`src/rtl/snake_datapath.sv`:
```
// Snake game datapath: head/prev/curr position registers, body memory
// addressed by addr, 2x2 segment pixel plotter and food-hit detection.
module snake_datapath #(
  parameter int MAX_LEN = 64,
  parameter int X0      = 80,
  parameter int Y0      = 60,
  parameter int STEP    = 2
) (
  input  logic        clk,
  input  logic        rst,
  input  logic [1:0]  dir,
  input  logic [14:0] food_xy,
  input  logic [2:0]  colour_sel,
  input  logic        ld_head,
  input  logic        ld_q_def,
  input  logic        inc_address,
  input  logic        rst_address,
  input  logic        draw_q,
  input  logic        update_head,
  input  logic        ld_head_into_prev,
  input  logic        ld_q_into_curr,
  input  logic        ld_prev_into_q,
  input  logic        ld_curr_into_prev,
  input  logic        draw_curr,
  input  logic        food_en,
  input  logic        inc_length_check,
  input  logic [1:0]  cnt_status,
  output logic [7:0]  x,
  output logic [6:0]  y,
  output logic [2:0]  colour,
  output logic        plot,
  output logic        length_inc
);

  localparam int AW = (MAX_LEN > 1) ? $clog2(MAX_LEN) : 1;
  localparam logic [AW-1:0] ADDR_MAX = AW'(MAX_LEN - 1);
  localparam int W = 160;
  localparam int H = 120;

  logic [14:0]   head, prev, curr;
  logic [AW-1:0] addr;
  logic [14:0]   mem [MAX_LEN];
  logic [14:0]   q;
  logic [14:0]   q_def;
  logic [14:0]   mem_wd;
  logic          mem_we;
  logic [7:0]    hx, nx;
  logic [6:0]    hy, ny;
  logic [14:0]   base;

  assign q     = mem[addr];
  assign q_def = {8'(X0 - STEP * int'(addr)), 7'(Y0)};
  assign hx    = head[14:7];
  assign hy    = head[6:0];

  // Default body contents win over the shift write when both are requested
  assign mem_we = ld_q_def | ld_prev_into_q;
  assign mem_wd = ld_q_def ? q_def : prev;

  // Next head position with toroidal wrap on the 160x120 playfield
  always_comb begin
    nx = hx;
    ny = hy;
    unique case (dir)
      2'b00: nx = (int'(hx) + STEP >= W) ? 8'(int'(hx) + STEP - W) : 8'(int'(hx) + STEP);
      2'b01: nx = (int'(hx) < STEP)      ? 8'(int'(hx) + W - STEP) : 8'(int'(hx) - STEP);
      2'b10: ny = (int'(hy) < STEP)      ? 7'(int'(hy) + H - STEP) : 7'(int'(hy) - STEP);
      2'b11: ny = (int'(hy) + STEP >= H) ? 7'(int'(hy) + STEP - H) : 7'(int'(hy) + STEP);
    endcase
  end

  // Body memory write port; not reset, and suppressed while rst is low
  always_ff @(posedge clk) begin
    if (rst && mem_we)
      mem[addr] <= mem_wd;
  end

  // Position, address and food-hit registers with asynchronous clear
  always_ff @(posedge clk or negedge rst) begin
    if (!rst) begin
      head       <= '0;
      prev       <= '0;
      curr       <= '0;
      addr       <= '0;
      length_inc <= 1'b0;
    end else begin
      if (ld_head)
        head <= {8'(X0), 7'(Y0)};
      else if (update_head)
        head <= {nx, ny};

      if (ld_head_into_prev)
        prev <= head;
      else if (ld_curr_into_prev)
        prev <= curr;

      if (ld_q_into_curr)
        curr <= q;

      if (rst_address)
        addr <= '0;
      else if (inc_address && addr != ADDR_MAX)
        addr <= addr + 1'b1;

      length_inc <= inc_length_check && (head == food_xy);
    end
  end

  // Pixel plot mux: draw_q > draw_curr > food_en, idle outputs all zero
  always_comb begin
    plot   = 1'b0;
    x      = '0;
    y      = '0;
    colour = '0;
    base   = '0;
    if (draw_q) begin
      base   = q;
      plot   = 1'b1;
      colour = colour_sel;
    end else if (draw_curr) begin
      base   = curr;
      plot   = 1'b1;
      colour = 3'b000;
    end else if (food_en) begin
      base   = food_xy;
      plot   = 1'b1;
      colour = colour_sel;
    end
    if (plot) begin
      x = base[14:7] + {7'd0, cnt_status[0]};
      y = base[6:0]  + {6'd0, cnt_status[1]};
    end
  end

endmodule

```
`config.mk`:
```
export PLATFORM = sky130hd
export DESIGN_NAME = snake_datapath
export DESIGN_NICKNAME = d
export VERILOG_FILES = /design/src/rtl/snake_datapath.sv
export SDC_FILE = /design/constraint.sdc
export NUM_CORES = 1
export LEC_CHECK = 0
export ABC_AREA = 1
export CORE_MARGIN = 4
export CORE_UTILIZATION = 55
export DETAILED_ROUTE_END_ITERATION = 7
export PLACE_DENSITY = 0.7
export SETUP_SLACK_MARGIN = 0.02
export SKIP_CTS_REPAIR_TIMING = 1
export SKIP_LAST_GASP = 1
export SYNTH_ARGS = -nofsm -noshare
export SYNTH_HDL_FRONTEND = slang
export SYNTH_SLANG_ARGS = --single-unit
```
`constraint.sdc`:
```
create_clock -name clk -period 6.1 [get_ports clk]
set_clock_uncertainty 0.1 [all_clocks]
set_input_delay 1.22 -clock clk [delete_from_list [all_inputs] [get_ports clk]]
set_output_delay 1.22 -clock clk [all_outputs]
set_load 0.01 [all_outputs]
```
==> impl_results.md <==
- Max rail drop VDD: 0.000275 V
- Die height: 286 um
- TritonCTS clock tree: yes
- Combinational power share: 12.3%
- Most frequent cells in the layout: nand2_1 (1621), edfxtp_1 (960), nor2_1 (297)
- WP data required: 4780 ps
- CTS Sinks: 1010
- Top cell type's share of synthesized area: 67.8%
- Pin count of the biggest net entering global routing: 122
- CTS root buf: clkbuf_16
- Synth Cell Area: 42500 sq um
- DR pass1 iterations: 6
- Cell internal pwr: 11.5 mW
- Fin nets: 4079
- Num ports: 57
- Share of cells above drive strength 1: 8.44%
- Core Region: 76300 sq um
- Final worst setup slack: 73.7 ps
- Crit Path Max Fanout: 65
- Clock share of power: 37.6%
- Clk Latency, worst-skew pair: 670 ps
- Synth unique cells: 49
- Die X: 286 um
- Crit end category: output port
- Static leakage: 18.6 nW
- Synth Area in Compound Gates: 5.73%
- Buffers on Ports: 56
- Seq cells post-synth: 1010
- Crit Path Class: reg -> out
- Area Overhead vs Synth: 13.2%
- WP data arrival: 4710 ps
- Vias in the first global route: 27654
- Final hold vios: 0
- Unrepaired setup endpoints after global routing: true
- Syn avg cell area: 10.9 sq um
- Post-DP HPWL: 73.2 mm
- Max Cap Viol: 0
- Adder-Cell Fraction of Synth Area: 0.353%
- Grt total ovfl: 0
- Full die area: 81800 sq um
- Pre-CTS setup slack: 609 ps
- H-tree depth: 3
- Period Utilization, post-route: 98.8%
- Rel. slew slack: 16.4%
- Vias: 29734
- Post-route ant nets: 0
- Largest family of logic cells by synthesized area: simple AND/OR/NAND/NOR gates
- Drt drc: 0
- Hold Crit Class: reg -> reg
- Placer Congestion: 0.958
- Sw frac: 26.1%
- Syn Nets: 3935
- Warnings, synthesis: 0
- Starting DRT DRC Count: 3910
- Post-synthesis mux area share: 0%
- Status: finished, final reports clean
- Fraction of the yosys area taken by sequential cells: 70.7%
- Initial Util: 55.7%
- Cells after Synth: 3886
- Post-Route WL: 121 mm
- CP Launch Type: flop
- Simple-Gate Fraction of Synth Area: 19.1%
- Final Setup Violations: 0
- Top cells by area, synth: edfxtp_1 (68%), nand2_1 (14%), dfrtp_1 (2.9%)
- Sequential power share: 50.1%
- Final core occ: 63.0%
- Antenna violations before repair: 2
- Final Max Tran Viols: 0
- Num CTS Buffers: 102
- Clk slew on worst S/H paths: 70 ps
- Power density cells: 324 nW/um^2
- Fmax: 166 MHz
- Commonest non-fill, non-tap cell in the layout: nand2_1
- WL/cell: 23.6 um
- Xor and xnor area share after synthesis: 0.330%
- Average via count per standard cell: 5.78
- Measured slew at the worst slew-check pin: 1250 ps
- Switch Pwr: 4.07 mW
- Tmin final: 6030 ps
- Total track usage: 29.0%
- First-pass GRT wire length: 176 mm
- Cell taking the most area after synthesis: edfxtp_1
- Row Count: 101
- Max clock buf depth: 3
## critical path, stage by stage, from the launching register on
cell             delay, ps
dfrtp_4                540
inv_16                 140
nand2_1                150
clkinv_2               390
a221oi_1               440
nand4_1                160
a21oi_1                390
nand4_1                230
nand3_1                170
nand2_1                 80
ha_1                   200
ha_1                   220
and3_1                 200
nand3_1                 90
nand2_1                 50
nand2_1                 50
inv_1                   40
clkdlybuf4s50_1        460
## power groups by stage
stage                     registers (mW)  clock network (mW)  logic, mW
final                               7.82                5.87       1.92
after global routing                7.82                6.22       2.07
after CTS                           7.82                5.93       1.84
after detailed placement            7.97                   0       1.83
after global placement              7.96                   0       1.81
after floorplan                     7.95                   0       1.10
## worst paths after layout
kind / startpoint / end / slack, ps / depth (start not counted)
max reg2reg: addr[2]$_DFFE_PN0P_ / mem[62][7]$_DFFE_PP_ / 2410 / 5
max: addr[0]$_DFFE_PN0P_ / x[6] / 70 / 17
min: curr[7]$_DFFE_PN0P_ / curr[7]$_DFFE_PN0P_ / 390 / 2
max in group asynchronous: rst / addr[0]$_DFFE_PN0P_ / 4670 / 2
min in group asynchronous: rst / head[4]$_DFFE_PN0P_ / 650 / 2
min reg2reg: curr[7]$_DFFE_PN0P_ / curr[7]$_DFFE_PN0P_ / 390 / 2
## state kept, by name, summed over array words and instances (netlist names)
name	cells
head	13
curr	15
prev	15
addr	6
length_inc	1
mem	960
## final cells by class
| cell class | instances | area (sq um) |
|---|---|---|
| diodes | 1 | 2.50 |
| clock buffers | 135 | 2710 |
| clock inverters | 51 | 427 |
| fillers | 5912 | 28200 |
| inverters | 177 | 684 |
| multi-input cells | 2524 | 11000 |
| flip-flops and latches | 1010 | 30100 |
| well taps | 1030 | 1290 |
| repair buffers | 215 | 1910 |
## per-stage QoR
step                setup TNS (ps)  total power, mW  hold WS [ps]  area [sq um]  std cells
floorplan                        0             9.05           349         42500       3886
global placement                 0             9.77           367         44700       4937
detailed placement               0             9.79           371         44700       4937
CTS                          -42.6             15.6           387         47900       5123
global route                 -7.95             16.1           418         48100       5142
finish                           0             15.6           391         48100       5143
## routing by layer
layer | track usage, % | up-vias | wire, um | part of all wire, %
li1 | - | 13489 | - | -
met1 | 40.2 | 14223 | 46700 | 38
met2 | 44.2 | 1681 | 54500 | 45
met3 | 6.80 | 341 | 14000 | 12
met4 | 12.9 | 0 | 6280 | 5.2
met5 | 0 | - | 0 | 0
## cells by family (layout without fill, tap and decap cells)
family | Yosys count | after routing
AO/OA/AOI/OAI | 416 | 416
adder cells (fa/ha/maj) | 12 | 12
flip-flops | 1010 | 1010
other | 0 | 1
AND/OR/NAND/NOR | 2078 | 2080
XOR/XNOR | 16 | 16
buffers and inverters | 354 | 578
## cell usage after synthesis (all sizes together)
library cell / number
o22ai: 41
nand3: 79
a22o: 3
o211ai: 32
o21ai: 135
o2bb2ai: 3
o31ai: 2
a22oi: 23
nor4: 2
o221ai: 6
a31oi: 5
a211oi: 3
nor3: 4
a221oi: 14
or2: 10
xnor2: 7
edfxtp: 960
nand2: 1630
inv: 172
a21oi: 135
ha: 12
a32oi: 2
o21a: 5
xor2: 9
a21boi: 3
and3: 1
nand4: 32
buf: 142
nor2: 315
a221o: 3
clkbuf: 35
dfrtp: 50
a32o: 1
and2: 1
clkinv: 5
nand3b: 3
or4: 1
Note: power is estimated with default switching activity, not from simulation.
